[src/rtl/wta_disparity_select.sv]
`default_nettype none
// ============================================================================
// wta_disparity_select
// Winner-take-all disparity selection with min/second-min uniqueness check.
// Rev 1.0
// ============================================================================
module wta_disparity_select #(
  parameter int COST_WIDTH  = 4,
  parameter int MAX_DISP    = 64,
  parameter int DISP_WIDTH  = $clog2(MAX_DISP),
  parameter int UNIQ_MARGIN = 1
) (
  input  logic                  clk,
  input  logic                  rst,
  input  logic [COST_WIDTH-1:0] cost_in,
  input  logic                  cost_first,
  input  logic                  cost_valid,
  output logic                  cost_ready,
  output logic [DISP_WIDTH-1:0] disp_out,
  output logic [COST_WIDTH-1:0] min_cost,
  output logic                  disp_unique,
  output logic                  disp_valid,
  input  logic                  disp_ready,
  output logic                  sync_err
);

  localparam logic [DISP_WIDTH-1:0] LAST_IDX = DISP_WIDTH'(MAX_DISP - 1);
  localparam logic [COST_WIDTH:0]   MARGIN   = (COST_WIDTH + 1)'(UNIQ_MARGIN);
  localparam logic [COST_WIDTH-1:0] COST_MAX = '1;

  // Running per-pixel state
  logic [DISP_WIDTH-1:0] d_cnt_q,       d_cnt_d;
  logic [COST_WIDTH-1:0] best_q,        best_d;
  logic [DISP_WIDTH-1:0] best_idx_q,    best_idx_d;
  logic [COST_WIDTH-1:0] second_q,      second_d;

  // Output registers
  logic [DISP_WIDTH-1:0] disp_out_q,    disp_out_d;
  logic [COST_WIDTH-1:0] min_cost_q,    min_cost_d;
  logic                  disp_unique_q, disp_unique_d;
  logic                  disp_valid_q,  disp_valid_d;
  logic                  sync_err_q,    sync_err_d;

  logic                  accept;
  logic                  at_zero;
  logic                  restart;
  logic [DISP_WIDTH-1:0] eff_idx;
  logic                  is_last;
  logic [COST_WIDTH-1:0] upd_best;
  logic [DISP_WIDTH-1:0] upd_best_idx;
  logic [COST_WIDTH-1:0] upd_second;
  logic [COST_WIDTH:0]   upd_gap;

  always_comb begin
    cost_ready = !disp_valid_q || disp_ready;
    accept     = cost_valid && cost_ready;
    at_zero    = (d_cnt_q == '0);
    // A first marker or an empty counter both start a fresh pixel at index 0.
    restart    = cost_first || at_zero;
    eff_idx    = restart ? '0 : d_cnt_q;
    is_last    = (eff_idx == LAST_IDX);
  end

  always_comb begin
    upd_best     = best_q;
    upd_best_idx = best_idx_q;
    upd_second   = second_q;
    if (restart) begin
      upd_best     = cost_in;
      upd_best_idx = '0;
      upd_second   = COST_MAX;
    end else if (cost_in < best_q) begin
      upd_second   = best_q;
      upd_best     = cost_in;
      upd_best_idx = eff_idx;
    end else if (cost_in < second_q) begin
      upd_second   = cost_in;
    end
    upd_gap = {1'b0, upd_second} - {1'b0, upd_best};
  end

  always_comb begin
    d_cnt_d       = d_cnt_q;
    best_d        = best_q;
    best_idx_d    = best_idx_q;
    second_d      = second_q;
    disp_out_d    = disp_out_q;
    min_cost_d    = min_cost_q;
    disp_unique_d = disp_unique_q;
    disp_valid_d  = disp_valid_q;
    sync_err_d    = 1'b0;

    if (disp_valid_q && disp_ready) begin
      disp_valid_d = 1'b0;
    end

    if (accept) begin
      sync_err_d = cost_first ^ at_zero;
      best_d     = upd_best;
      best_idx_d = upd_best_idx;
      second_d   = upd_second;
      d_cnt_d    = is_last ? '0 : eff_idx + 1'b1;
      // Last beat publishes; overrides a same-cycle downstream accept.
      if (is_last) begin
        disp_out_d    = upd_best_idx;
        min_cost_d    = upd_best;
        disp_unique_d = (upd_gap >= MARGIN);
        disp_valid_d  = 1'b1;
      end
    end
  end

  always_ff @(posedge clk) begin
    if (rst) begin
      d_cnt_q       <= '0;
      best_q        <= '0;
      best_idx_q    <= '0;
      second_q      <= COST_MAX;
      disp_out_q    <= '0;
      min_cost_q    <= '0;
      disp_unique_q <= 1'b0;
      disp_valid_q  <= 1'b0;
      sync_err_q    <= 1'b0;
    end else begin
      d_cnt_q       <= d_cnt_d;
      best_q        <= best_d;
      best_idx_q    <= best_idx_d;
      second_q      <= second_d;
      disp_out_q    <= disp_out_d;
      min_cost_q    <= min_cost_d;
      disp_unique_q <= disp_unique_d;
      disp_valid_q  <= disp_valid_d;
      sync_err_q    <= sync_err_d;
    end
  end

  assign disp_out    = disp_out_q;
  assign min_cost    = min_cost_q;
  assign disp_unique = disp_unique_q;
  assign disp_valid  = disp_valid_q;
  assign sync_err    = sync_err_q;

endmodule
`default_nettype wire

[config.mk]
export PLATFORM = sky130hd
export DESIGN_NAME = wta_disparity_select
export DESIGN_NICKNAME = d
export VERILOG_FILES = /design/src/rtl/wta_disparity_select.sv
export SDC_FILE = /design/constraint.sdc
export NUM_CORES = 1
export LEC_CHECK = 0
export ABC_AREA = 1
export ABC_CLOCK_PERIOD_IN_PS = 3800
export CORE_MARGIN = 8
export CORE_UTILIZATION = 50
export CTS_CLUSTER_DIAMETER = 120
export DETAILED_ROUTE_END_ITERATION = 8
export HOLD_SLACK_MARGIN = 0.08
export MAX_ROUTING_LAYER = met4
export PLACE_DENSITY = 0.77
export SLEW_MARGIN = 5
export SYNTH_ARGS = -nofsm -noshare
export SYNTH_HDL_FRONTEND = slang
export SYNTH_SLANG_ARGS = --single-unit
export TNS_END_PERCENT = 20
[constraint.sdc]
create_clock -name clk -period 3.8 [get_ports clk]
set_input_delay 0.76 -clock clk [delete_from_list [all_inputs] [get_ports clk]]
set_output_delay 0.76 -clock clk [all_outputs]
set_load 0.1 [all_outputs]
==> metrics.yaml, run 1 <==
max_freq_ghz: 0.2982
rows: 22
crit_arrival_ns: 3.53
io_pins: 23
first_iter_violations: 173
final_area_um2: 2315
worstSetupPathType: "in -> reg"
cts_num_sinks: 33
synth.most_common_cell: "nand2_1"
synth_fp_nets: 302
clock_latency_ns: 0.29
crit_required_ns: 3.98
yosysTopAreaCellShare_pct: 33.67
p_int_mw: 0.6167
p_clk_share_pct: 38.4
synth-async-reset-ratio_pct: 0
core_area_um2: 3716
synthTopCellsByCount: "nand2_1, inv_1, dfxtp_1"
clk_pin_slew_ns: 0.07
htree_levels: 2
drive_gt1_share_pct: 9.934
synth_area_leaders: "dfxtp_1, nand2_1, ha_1"
grt_start_max_net_pins: 28
dr_total_vias: 1768
startpoint_type: "input pin"
grt_pass1_vias: 1628
swShare_pct: 28.94
wl_met3_um: 234
yosys.area_share.simple_pct: 25.96
fp.dieW_um: 78.64
period_share_pct: 88.24
routedWlPerCell_um: 11.97
rsz0062_at_grt: "false"
firstDrtPassIters: 4
drcViolationCount: 0
synthMuxAreaShare_pct: 0.5102
syn_inst: 279
synth_top_family_by_area: "simple AND/OR/NAND/NOR gates"
place_congestion: 0.8556
ant_nets: 0
hold_viol_final: 0
fin_hold_ws_ns: 0.4661
seqPwrFrac_pct: 42.4
synthAdderAreaFrac_pct: 9.311
synth_xor_area_share_pct: 2.679
power_density_nw_per_um2: 374.9
grt_pass1_wl_um: 7389
hold_buffers: 0
relSlewSlack_pct: 34.70
fin_tns_setup_ns: 0
synth-compound-area-share_pct: 16.01
cts_setup_buffers: 0
clock_skew_ns: 0.004439
wl_met1_um: 2018
worst_pin_slew_ns: 0.9764
start_util_pct: 52.79
gr-total-overflow: 0
cts.path.max_buffers: 2
antenna_found_initial: 0
netlist-cell-type-count: 30
end_kind: "register"
dpl_cell_area_um2: 2200
postRouteWirelength_um: 4188
hp-class: "reg -> reg"
cts.repair.resized: 0
ys_ff_latch: 33
setup_viol: 0
dieArea_um2: 6184
outcome: "complete, no violations"
viasPerCell: 5.051
hpwl_um: 3093
post-route-min-period_ns: 3.353
cap_violations: 0
root_buffer: "clkbuf_8"
syn_area_um2: 1962
ys_warn_count: 0
p_leak_nw: 1.148
synth_area_per_cell_um2: 7.032
ir_worst_vdd_mv: 0.3143
numCtsBuffers: 5
grt_util_all_layers_pct: 14.96
synthFlopType: "dfxtp_1"
synth_area_leader_cell: "dfxtp_1"
dr_wl_met2_um: 1861
chipHeight_um: 78.64
dr.max_layer_used: "met4"
io_buffers: 22
maxSlewViolCount: 0
p_sw_mw: 0.2512
combPwrFrac_pct: 19.2
crit_fanout: 8
area_growth_pct: 17.98
nNetsFinal: 324
synth_edf_count: 0
insertedDiodeCount: 0
cts_tree: "yes"
yosysSeqAreaShare_pct: 33.67
power by group through the flow:
stage | Combinational [mW] | Clock [mW] | Sequential, mW
after global placement | 0.162 | 0 | 0.375
after CTS | 0.167 | 0.341 | 0.367
final | 0.167 | 0.333 | 0.368
after floorplan | 0.122 | 0 | 0.379
after global routing | 0.192 | 0.358 | 0.369
after detailed placement | 0.165 | 0 | 0.375
layout make-up:
cell class / count / area (µm²)
sequential: 33 / 660.6
inverter: 43 / 162.7
clock buffer: 5 / 68.82
tap: 48 / 60.06
clock inverter: 3 / 46.29
fill: 345 / 1401
multi-input combinational: 192 / 1069
timing repair buffer: 26 / 247.7
stage by stage:
| step | instances | setup slack (ns) | utilization (%) | power [mW] |
|---|---|---|---|---|
| after floorplan | 279 | 0.9139 | - | 0.5010 |
| after global placement | 342 | 0.2607 | 59.19 | 0.5369 |
| after detailed placement | 342 | 0.1697 | 59.19 | 0.5402 |
| after CTS | 350 | 0.4605 | 62.29 | 0.8757 |
| after global routing | 350 | 0.2140 | 62.29 | 0.9198 |
| final | 350 | 0.4470 | 62.29 | 0.8679 |
layout by cell type, fill, tap and decap left out, drive strengths merged, types with 10 or more instances in the layout:
| master | netlist | layout |
|---|---|---|
| a21oi | 30 | 30 |
| clkdlybuf4s50 | 0 | 21 |
| dfxtp | 33 | 33 |
| ha | 13 | 13 |
| inv | 41 | 41 |
| nand2 | 80 | 80 |
| nand3 | 22 | 22 |
| nor2 | 10 | 10 |
| o21ai | 20 | 20 |
registers in the layout (all words and copies together) (netlist names):
name         cells
best_idx_q       6
d_cnt_q          6
disp_out         6
best_q           4
min_cost         4
second_q         4
disp_unique      1
disp_valid       1
sync_err         1
critical path: stages:
cell and delay [ns]:
clkdlybuf4s50_1 0.49, ha_1 0.35, a21oi_1 0.35, nand2_2 0.19, nand3_1 0.15, nand2_1 0.08
ha_1 0.21, fa_1 0.51, nand2_1 0.05, nor2_1 0.09, o21ai_0 0.11, nor2_2 0.13
a21oi_2 0.06
cell families after synthesis:
| group | Yosys count |
|---|---|
| mux | 1 |
| compound gates | 55 |
| buf+inv | 54 |
| fa+ha+maj | 14 |
| xor+xnor | 6 |
| simple gates | 116 |
| flops | 33 |
final timing paths:
kind | startpoint | end | slack, ns | cells after the start
worst max register to register | best_q[3]$_SDFFE_PP0P_ | disp_unique$_SDFFE_PP0P_ | 1.04 | 13
worst min-delay path | second_q[3]$_SDFFE_PP1P_ | second_q[3]$_SDFFE_PP1P_ | 0.47 | 2
worst min register to register | second_q[3]$_SDFFE_PP1P_ | second_q[3]$_SDFFE_PP1P_ | 0.47 | 2
worst max-delay path | cost_in[3] | disp_unique$_SDFFE_PP0P_ | 0.45 | 13
layer usage:
metal / vias to the layer above / track usage [%]
met2: 41 / 22.78
met5: - / -
li1: 933 / -
met3: 6 / 2.961
met1: 788 / 18.86
met4: 0 / 6.111
Power figures use the tool's default switching activity.
==> run 2: changes to the inputs <==
- ABC_CLOCK_PERIOD_IN_PS: 3800 -> default
==> results of run 2 <==
The final DEF is identical to that of run 1; final timing and power are the same.
==> run 3: changes to the inputs <==
- clock period: 3.8 -> 4 ns (I/O delays scaled with it)
==> metrics.yaml, run 3 (same netlist as run 1, synthesis figures left out) <==
outcome: "complete, no violations"
crit_end: "disp_unique$_SDFFE_PP0P_"
cts_tree: "yes"
clock_latency_ns: 0.29  # about the same
firstDrtPassIters: 4  # unchanged
drcViolationCount: 0  # unchanged
dp_cells: 342  # unchanged
final_util_pct: 62.12  # -0.17 points
grt_util_all_layers_pct: 14.42  # -0.54 points
maxSlewViolCount: 0  # unchanged
crit_required_ns: 4.18  # +0.20 ns
antenna_found_initial: 0  # unchanged
cap_violations: 0  # unchanged
routedWlPerCell_um: 11.75  # -1.8%
clk_pin_slew_ns: 0.07  # about the same
io_buffers: 22  # unchanged
ant_nets: 0  # unchanged
fp.dieW_um: 78.64  # unchanged
io_pins: 23  # unchanged
crit_fanout: 14  # +6
post-route-min-period_ns: 3.485
period_share_pct: 87.13
drive_gt1_share_pct: 9.934  # unchanged
worstSetupStartpoint: "cost_in[3]"
nFillCells: 355  # +2.9%
clock_skew_ns: 0.007874  # +0.003434 ns
worstSetupPathType: "in -> reg"
dr_total_vias: 1720  # -2.7%
hpwl_um: 3030  # -2.0%
area_growth_pct: 17.67
final_common_cell: "nand2_1"
final_area_um2: 2308  # -0.27%
core_area_um2: 3716  # unchanged
hold_buffers: 0  # unchanged
ir_worst_vdd_mv: 0.2032  # -35%
first_iter_violations: 128  # -26%
path_cells: "clkdlybuf4s50_1, ha_1, a21oi_1, nand2_2, nand3_1, nand2_1, ha_1, fa_1, nand2_1, nor2_1, o21ai_0, nor2_2, a21oi_2"
r2r_end: "disp_unique$_SDFFE_PP0P_"
worst_path_largest_cell_delay_ns: 0.51  # about the same
fin_tns_setup_ns: 0  # unchanged
power_density_nw_per_um2: 335.7  # -10%
grt_pass1_wl_um: 7086  # -4.1%
chipHeight_um: 78.64  # unchanged
p_leak_nw: 1.147  # about the same
viasPerCell: 4.914  # -2.7%
startpoint_type: "input pin"
cts_num_sinks: 33  # unchanged
cts.path.max_buffers: 2  # unchanged
crit_arrival_ns: 3.67  # +0.14 ns
cts_setup_buffers: 0  # unchanged
cp.depth: 13  # unchanged
hold_viol_final: 0  # unchanged
grt_pass1_vias: 1555  # -4.5%
rows: 22  # unchanged
start_util_pct: 52.79  # unchanged
hp-class: "reg -> reg"
path_delay_family: "adder cells"
postRouteWirelength_um: 4113  # -1.8%
ff2ff_path_depth: 13  # unchanged
gr-total-overflow: 0  # unchanged
worst_pin_slew_ns: 0.9812  # +0.004787 ns
insertedDiodeCount: 0  # unchanged
r2r_start: "best_q[3]$_SDFFE_PP0P_"
grt_start_max_net_pins: 28  # unchanged
timing.critical_path.buf_inv: 1  # unchanged
max_freq_ghz: 0.2869
rsz0062_at_grt: "false"
end_kind: "register"
numCtsBuffers: 5  # unchanged
cts.repair.resized: 0  # unchanged
r2r_setup_slack_ns: 1.12  # +0.08 ns
place_congestion: 0.8492  # -0.75%
htree_levels: 2  # unchanged
nNetsFinal: 324  # unchanged
final_cell_mix: "nand2_1, inv_1, dfxtp_1"
relSlewSlack_pct: 34.38  # -0.32 points
root_buffer: "clkbuf_8"
finalNonFillerCells: 350  # unchanged
dpl_cell_area_um2: 2212  # +0.57%
critical-path-slowest-cell: "fa_1"
setup_viol: 0  # unchanged
dieArea_um2: 6184  # unchanged
==> run 3: cell count changes in the layout (fill, tap and decap cells not counted) <==
cell,change
buf_12,+1
buf_4,-1
bufinv_16,-1
clkbuf_8,+1
clkinv_2,+1
clkinvlp_4,-1
==> run 3: stage by stage <==
stage / setup WS [ns] / hold WS [ns] / power [mW]
floorplan: 1.074 / 0.4405 / 0.4759
detailed placement: 0.2234 / 0.4565 / 0.5115
global route: 0.2508 / 0.4904 / 0.8176
finish: 0.5146 / 0.4706 / 0.7751
global placement: 0.3298 / 0.4538 / 0.5096
CTS: 0.5200 / 0.4735 / 0.7801
==> run 3: worst min-delay path by stage <==
stage / startpoint / end / slack [ns] / depth (start not counted)
floorplan: second_q[2]$_SDFFE_PP1P_ / second_q[2]$_SDFFE_PP1P_ / 0.44 / 2
global placement: second_q[1]$_SDFFE_PP1P_ / second_q[1]$_SDFFE_PP1P_ / 0.45 / 2
detailed placement: second_q[2]$_SDFFE_PP1P_ / second_q[2]$_SDFFE_PP1P_ / 0.46 / 2
CTS: second_q[2]$_SDFFE_PP1P_ / second_q[2]$_SDFFE_PP1P_ / 0.47 / 2
global route: min_cost[3]$_SDFFE_PP0P_ / min_cost[3]$_SDFFE_PP0P_ / 0.49 / 1
finish: second_q[2]$_SDFFE_PP1P_ / second_q[2]$_SDFFE_PP1P_ / 0.47 / 2
==> run 3: area by class of cell <==
cell class              count  area (µm²)  area share, %
clock buffers               6       82.58          3.577
repair buffers             26       260.3          11.27
inverters                  43       162.7          7.046
flip-flops and latches     33       660.6          28.62
multi-input cells         192        1069          46.29
clock inverters             2       13.76         0.5962
well taps                  48       60.06          2.602
==> run 3: tightest hold or removal path, cell delays in order (launching register included) <==
cell	delay (ns)
dfxtp_1	0.33
a21oi_1	0.06
nand2_1	0.05
==> run 3: report_power, final <==
part	switching [mW]	internal, mW
Sequential	0.00823	0.341
Clock	0.131	0.139
Combinational	0.0978	0.0576
Total	0.237	0.538
==> run 3: per-layer routing <==
metal	track usage (%)	share of wire, %	vias up	routed length, µm
met3	3.189	4.2	6	171
met5	-	0	-	0
met2	20.88	43	30	1756
met4	5.556	1.6	0	67
li1	-	-	930	-
met1	18.99	51	754	2118
